[src/rtl/sha1_stream_core.sv]
// SHA-1 engine chaining pre-padded 512-bit blocks into one 160-bit digest, R rounds per clock.
// Accept-to-digest_valid 80/R+2 cycles; blk_ready only in IDLE, digest held until digest_ready.
module sha1_stream_core #(
    parameter int ROUNDS_PER_CYCLE = 1
) (
    input  logic         clk,
    input  logic         reset,
    input  logic         blk_valid,
    output logic         blk_ready,
    input  logic [511:0] blk_data,
    input  logic         blk_first,
    input  logic         blk_last,
    output logic         digest_valid,
    input  logic         digest_ready,
    output logic [159:0] digest,
    output logic         busy
);

    typedef enum logic [1:0] {IDLE, ROUND, UPDATE, DIGEST} state_t;

    typedef struct packed {
        logic [31:0] a;
        logic [31:0] b;
        logic [31:0] c;
        logic [31:0] d;
        logic [31:0] e;
    } words_t;

    localparam words_t IV = '{a: 32'h67452301, b: 32'hEFCDAB89, c: 32'h98BADCFE,
                              d: 32'h10325476, e: 32'hC3D2E1F0};
    localparam logic [6:0] RPC = 7'(ROUNDS_PER_CYCLE);

    state_t      state;
    words_t      h;
    words_t      v;
    words_t      v_nxt;
    words_t      h_sum;
    logic [31:0] w_buf [16];
    logic [31:0] w_nxt [16];
    logic [6:0]  t;
    logic        last_q;

    function automatic logic [31:0] rotl1(input logic [31:0] x);
        return {x[30:0], x[31]};
    endfunction

    function automatic logic [31:0] rotl5(input logic [31:0] x);
        return {x[26:0], x[31:27]};
    endfunction

    function automatic logic [31:0] rotl30(input logic [31:0] x);
        return {x[1:0], x[31:2]};
    endfunction

    // Unrolled rounds; later rounds in the same cycle see schedule words written by earlier ones.
    always_comb begin : round_logic
        logic [6:0]  tt;
        logic [3:0]  s;
        logic [31:0] wt;
        logic [31:0] f;
        logic [31:0] k;
        logic [31:0] temp;
        tt    = '0;
        s     = '0;
        wt    = '0;
        f     = '0;
        k     = '0;
        temp  = '0;
        v_nxt = v;
        w_nxt = w_buf;
        for (int i = 0; i < ROUNDS_PER_CYCLE; i++) begin
            tt = t + 7'(i);
            s  = tt[3:0];
            if (tt < 7'd16) begin
                wt = w_nxt[s];
            end else begin
                wt = rotl1(w_nxt[s - 4'd3] ^ w_nxt[s - 4'd8] ^ w_nxt[s - 4'd14] ^ w_nxt[s]);
                w_nxt[s] = wt;
            end
            if (tt < 7'd20) begin
                f = (v_nxt.b & v_nxt.c) | (~v_nxt.b & v_nxt.d);
                k = 32'h5A827999;
            end else if (tt < 7'd40) begin
                f = v_nxt.b ^ v_nxt.c ^ v_nxt.d;
                k = 32'h6ED9EBA1;
            end else if (tt < 7'd60) begin
                f = (v_nxt.b & v_nxt.c) | (v_nxt.b & v_nxt.d) | (v_nxt.c & v_nxt.d);
                k = 32'h8F1BBCDC;
            end else begin
                f = v_nxt.b ^ v_nxt.c ^ v_nxt.d;
                k = 32'hCA62C1D6;
            end
            temp  = rotl5(v_nxt.a) + f + v_nxt.e + k + wt;
            v_nxt = '{a: temp, b: v_nxt.a, c: rotl30(v_nxt.b), d: v_nxt.c, e: v_nxt.d};
        end
    end

    assign h_sum = '{a: h.a + v.a, b: h.b + v.b, c: h.c + v.c, d: h.d + v.d, e: h.e + v.e};

    assign blk_ready    = (state == IDLE);
    assign busy         = (state != IDLE);
    assign digest_valid = (state == DIGEST);

    always_ff @(posedge clk) begin
        if (reset) begin
            state  <= IDLE;
            h      <= IV;
            v      <= '0;
            t      <= '0;
            last_q <= 1'b0;
            digest <= '0;
            for (int i = 0; i < 16; i++) w_buf[i] <= '0;
        end else begin
            case (state)
                IDLE: begin
                    if (blk_valid) begin
                        for (int i = 0; i < 16; i++) w_buf[i] <= blk_data[511 - 32*i -: 32];
                        last_q <= blk_last;
                        t      <= '0;
                        if (blk_first) begin
                            v <= IV;
                            h <= IV;
                        end else begin
                            v <= h;
                        end
                        state <= ROUND;
                    end
                end
                ROUND: begin
                    v     <= v_nxt;
                    w_buf <= w_nxt;
                    t     <= t + RPC;
                    if (t + RPC == 7'd80) state <= UPDATE;
                end
                UPDATE: begin
                    h <= h_sum;
                    if (last_q) begin
                        digest <= h_sum;
                        state  <= DIGEST;
                    end else begin
                        state <= IDLE;
                    end
                end
                DIGEST: begin
                    if (digest_ready) state <= IDLE;
                end
                default: state <= IDLE;
            endcase
        end
    end

endmodule

[config.mk]
export PLATFORM = sky130hd
export DESIGN_NAME = sha1_stream_core
export DESIGN_NICKNAME = d
export VERILOG_FILES = /design/src/rtl/sha1_stream_core.sv
export SDC_FILE = /design/constraint.sdc
export NUM_CORES = 2
export LEC_CHECK = 0
export BUFFER_PORTS_ARGS = -buffer_cell sky130_fd_sc_hd__buf_2
export CAP_MARGIN = 5
export CELL_PAD_IN_SITES_DETAIL_PLACEMENT = 0
export CELL_PAD_IN_SITES_GLOBAL_PLACEMENT = 1
export CORE_MARGIN = 2
export CORE_UTILIZATION = 35
export DETAILED_ROUTE_END_ITERATION = 10
export PLACE_DENSITY_LB_ADDON = 0.2
export SLEW_MARGIN = 20
export SYNTH_ARGS = -nofsm -noshare
export SYNTH_HDL_FRONTEND = slang
export SYNTH_SLANG_ARGS = --single-unit
[constraint.sdc]
create_clock -name clk -period 12.7 [get_ports clk]
set_input_delay 0.635 -clock clk [delete_from_list [all_inputs] [get_ports clk]]
set_output_delay 0.635 -clock clk [all_outputs]
set_load 0.1 [all_outputs]
# After elaboration in Yosys (flattened, before gate mapping)

Index checks and enable logic that the tools add are counted.

Output and inout port bits: 163
Input port bits: 518
Flip-flop bits (word level): 1002
Word-level logic and storage cells: 124

Add/sub/neg operators: 13
Multiplexer cells: 36
Equality and inequality tests: 8
$lt $le $gt $ge: 9
Reduce and logical (&&, ||, !) cells: 11
Bitwise gates (word level): 17

Operator list:

| cell                  | count |
|---|---|
| $mux W512             | 2 |
| $pmux W512 S2         | 1 |
| $pmux W160 S2         | 2 |
| $bmux W32 S4          | 4 |
| $bwmux W512           | 1 |
| $mux W32              | 15 |
| $mux W160             | 2 |
| $add A32 B32 Y32      | 9 |
| $xor A32 B32 Y32      | 5 |
| $and A32 B32 Y32      | 4 |
| $demux W32 S4         | 1 |
| $or A32 B32 Y32       | 3 |
| $not A32 Y32          | 1 |
| $mux W31              | 1 |
| $ge A5 B5 Y1 const B  | 4 |
| $not A4 Y5            | 4 |
| $lt A7 B5 Y1 const B  | 2 |
| $lt A7 B6 Y1 const B  | 2 |
| $pmux W7 S2           | 1 |
| $mux W2               | 4 |
| $pmux W2 S4           | 1 |
| $reduce_and A2 Y1     | 4 |
| $sub A4 B4 Y4 const B | 2 |
| $add A7 B1 Y7 const B | 1 |
| other kinds (12)      | 18 |

# Logic depth before layout (Yosys ltp)

Depth after elaboration: 11
Gate-level depth with buffers: 33
Gate-level depth less buffers: 26

# Least setup slack after synthesis

OpenSTA, ideal clock, no wires.

Path kind: register -> register
Start: register t[1]
End: register v[159] in the netlist's numbering
Slack: 4770 ps
Setup time: 79 ps
Buffers on the path: 8
Clock period less this slack: 7930 ps
Required time: 12621 ps
Cell stages (with the launch flop): 34
Data arrival time: 7851 ps
Cell sequence: dfxtp_1 buf_6 buf_6 buf_6 inv_1 buf_2 buf_2 ha_1 buf_2 clkbuf_1 mux4_2 mux4_2 xnor2_2 xnor2_2 buf_2 nor2_1 a31oi_1 fa_1 fa_1 fa_1 inv_1 ha_1 inv_1 fa_1 nor2b_1 o21a_1 o21ai_0 a211oi_1 o21ai_0 a2111oi_0 or2_2 o221ai_1 or4_1 o211ai_1

Cells in the longest elaborated chain, start to end: 11
Elaborated cells on any way between the ends: 38
Classes of those cells: 7 x add/sub; 4 x order compare; 20 x mux; 7 x bitwise

Ends and longest elaborated chain:

| element                                                                  | RTL line | text |
|---|---|---|
| from (decl)                                                              | 40       | `logic [6:0] t;` |
| from (signal assigned)                                                   | 132      | `t <= t + RPC;` |
| parallel branches: the longest is 9 deep, another holds $add A32 B32 Y32 | n/a      |  |
| $add A32 B32 Y32 *                                                       | 93       | `temp = rotl5(v_nxt.a) + f + v_nxt.e + k + wt;` |
| $pmux W160 S2 *                                                          | 114      | `case (state)` |
| to (signal assigned)                                                     | 124      | `v <= h;` |
| to (signal assigned)                                                     | 130      | `v <= v_nxt;` |
| to (decl)                                                                | 35       | `words_t v;` |

Every way passes the cells marked *. The select of a mux whose other input is x is not followed.
A chain may end at the register's enable or synchronous reset.

# Worst setup path in the final report

Start: register t[1]
End: register v[157] in the netlist's numbering

The elaborated chain is that of the path after synthesis.

==> impl_metrics.csv <==
group,metric,value,unit
final_layout,layout.core_utilization,40.00,%
synth,synth_area_leader_cell,"dfxtp_1",
critical_path,cp_common_cell,"fa_1",
drt,vias,63530,
global_route,initial_antenna_violation_count,13,
sta,rsz0062_at_grt,"no",
power,worst_ir_drop_vdd,0.0001375,V
critical_path,critical-path-top-delay-family,"adder cells",
synth,yosys-top-cells-area,"dfxtp_1 30%, mux4_2 15%, nand2_1 5.4%",
critical_path,cp.arrival,10.61,ns
floorplanning,floorplan.initialDensity,35.16,%
sta,final_period_minus_worst_setup_slack,9.889,ns
global_route,pin_count_of_the_biggest_net_entering_global_routing,194,
sta,report.final.hold_viol_count,0,
synth,syn_avg_cell_area,8.919,sq um
drt,wl,332.4,mm
power,p_per_area,174.0,nW/um^2
clock_tree,postCtsResizedCells,0,
critical_path,cp_slowest_stage_delay,1.15,ns
final_layout,ff_latch_area,20070,sq um
clock_tree,clk-insertion-delay-late,0.83,ns
sta,max-slew-margin-rel,19.33,%
drt,route.detailed.wl_per_inst,31.62,microns
clock_tree,tritoncts,"built",
global_route,global_route_wire_length_before_repair,463.9,mm
synth,synth.most_common_cell,"dfxtp_1",
clock_tree,cts.sinks,1002,
hold_path,timing.hold.worst.start,"blk_data[95]",
synth,synth-edff-count,0,
synth,synth_cells,7584,
clock_tree,tritoncts_buffer_count,120,
clock_tree,cts-root-to-sink-buffers,3,
final_layout,multiInputGateArea,44270,sq um
power,leakagePower,30.27,nW
global_route,gr-total-overflow,0,
critical_path,timing.critical_path.to_type,"flip-flop",
sta,finalCritPeriodShare,77.87,%
floorplanning,floorplan.io_pins,681,
sta,timing.final.setup_violations,0,
clock_tree,cts.root.buffer_cell,"clkbuf_16",
place,dp.final_hpwl,247.0,mm
synth,postSynthRegisterBits,1002,
synth,synthDominantCellAreaShare,29.65,%
floorplanning,design.core.area,192400,sq um
synth,yosys_most_used_dff,"dfxtp_1",
floorplanning,fp.dieW,443.6,microns
clock_tree,cts_setup_buffers,0,
synth,async_reset_ff_share,0,%
drt,drc_errors,0,
floorplanning,fp.dieH,443.6,microns
drt,drtPass1Iterations,8,
hold_path,min_path_type,"primary input to flip-flop",
final_layout,area_growth_syn_to_layout,13.76,%
floorplanning,dieArea,196800,sq um
sta,worst_pin_slew,1.204,ns
clock_tree,cts.hold.buffers_added,0,
global_route,grtUsageTotal,32.78,%
critical_path,critPathRequiredTime,13.42,ns
synth,ys.warnings.count,0,
critical_path,crit_path_start,"t[1]",
sta,finalMaxSlewViolations,0,
run_status,outcome,"finished clean",
drt,vias_per_cell,6.043,
synth,synthesis.nets,8426,
place,global_placement_routability_congestion,0.9538,
global_route,grt_pass1_vias,62180,
drt,drt_iter0_markers,5669,
synth,yosysUniqueCellTypes,82,
synth,synth_seq_area_share,29.65,%
critical_path,crit_fanout,72,
synth,yosys-top-cells-count,"1002 x dfxtp_1, 970 x nand2_1, 959 x nor2_1",
floorplanning,core.rowCount,161,
final_layout,filler_cell_count,19600,
final_layout,design.final.nets,8723,
sta,clock_skew,0.05655,ns
synth,syn_area,67640,sq um
place,numPortBuffers,680,
final_layout,share_of_final_layout_standard_cells_stronger_than_drive_strength_1,22.50,%
sta,fin_setup_tns,0,ns
power,total_power,13.39,mW
critical_path,reg2reg_from,"t[1]",
critical_path,worstSetupStartpointType,"flip-flop",
sta,max_clock_freq,0.1011,GHz
clock_tree,cts-htree-levels,3,
critical_path,timing.critical_path.buf_inv,6,
clock_tree,cts.clk_slew.worst_paths,0.07,ns
drt,ant_nets,0,
critical_path,worst_path_max_delay_cell,"ha_4",
critical_path,setup.worst_path.class,"flip-flop to flip-flop",
job,timing.max_cap.violations,0,
## where the power goes
| part | total (mW) | internal [mW] | switching, mW | leakage, nW |
|---|---|---|---|---|
| Clock | 3.76 | 2.20 | 1.56 | 2.06 |
| Sequential | 3.95 | 3.44 | 0.507 | 8.20 |
| Combinational | 5.68 | 2.03 | 3.65 | 20.0 |
## placed cells by master (no fill, tap or decap), types with 52 or more instances in the layout
master	synthesis	routed
dfxtp_1	1002	998
nand2_1	970	964
nor2_1	959	938
buf_2	49	678
mux4_2	441	441
o21ai_0	421	421
a21oi_1	377	376
o211ai_1	341	341
o21ai_1	219	219
ha_1	199	198
inv_1	193	191
nor3_1	192	191
o211ai_2	184	184
xnor2_1	148	146
buf_4	22	140
a211oi_1	139	139
fa_1	125	125
clkbuf_16	0	121
mux2i_1	103	101
a21o_1	78	78
nand2b_1	71	69
a31oi_1	62	62
xnor2_2	62	61
nand3_1	70	60
nor3b_1	59	59
xor2_1	52	52
## state kept, by name (all words and copies together), names as in the netlist
signal	cells
last_q	1
v	160
state	2
h	160
digest	160
t	7
w_buf	512
## logic make-up after synthesis
logic type,count (synthesis),synth area share [%]
adder cells (fa/ha/maj),324,7.380
XOR/XNOR,263,4.105
AND/OR/NAND/NOR,2460,15.32
flip-flops,1002,29.65
multiplexers,556,16.56
buffers and inverters,840,5.420
AO/OA/AOI/OAI,2139,21.56
## worst paths after layout
check / endpoint / slack, ns / depth (start not counted)
setup / recovery: v[157] / 2.81 / 27
hold / removal: w_buf[95] / 0.11 / 3
setup reg to reg: v[157] / 2.81 / 27
hold reg to reg: digest[104] / 0.45 / 2
## per-stage QoR
| stage | hold WS, ns | setup WS, ns | cell area [sq um] | std cells |
|---|---|---|---|---|
| floorplan | 0.4444 | 4.770 | 67640 | 7584 |
| global placement | 0.4404 | 2.953 | 72690 | 10290 |
| detailed placement | 0.4442 | 2.989 | 72700 | 10290 |
| CTS | 0.07007 | 2.923 | 76910 | 10510 |
| global route | 0.08225 | 2.414 | 76940 | 10510 |
| finish | 0.1072 | 2.811 | 76950 | 10510 |
## layer usage
metal  track usage, %  vias up  routed length [microns]
met5                0        -                      115
met4            27.42       16                    33790
met3            5.424      897                    19800
met2            57.41     2865                   164600
met1            34.40    31430                   114100
li1                 -    28320                        -
## tightest hold or removal path, delay by kind of cell
family                 cells  cell delay (ns)
AO/OA/AOI/OAI              1             0.08
buffers and inverters      1             0.10
AND/OR/NAND/NOR            1             0.06
## layout make-up
type                    instances  share of cell area, %
flip-flops and latches       1002                  26.08
well taps                    2526                  4.107
clock inverters                56                 0.9691
clock buffers                 167                  4.497
multi-input cells            5742                  57.53
diodes                          6                0.01951
inverters                     194                 0.9496
repair buffers                821                  5.847
Power figures use the tool's default switching activity.
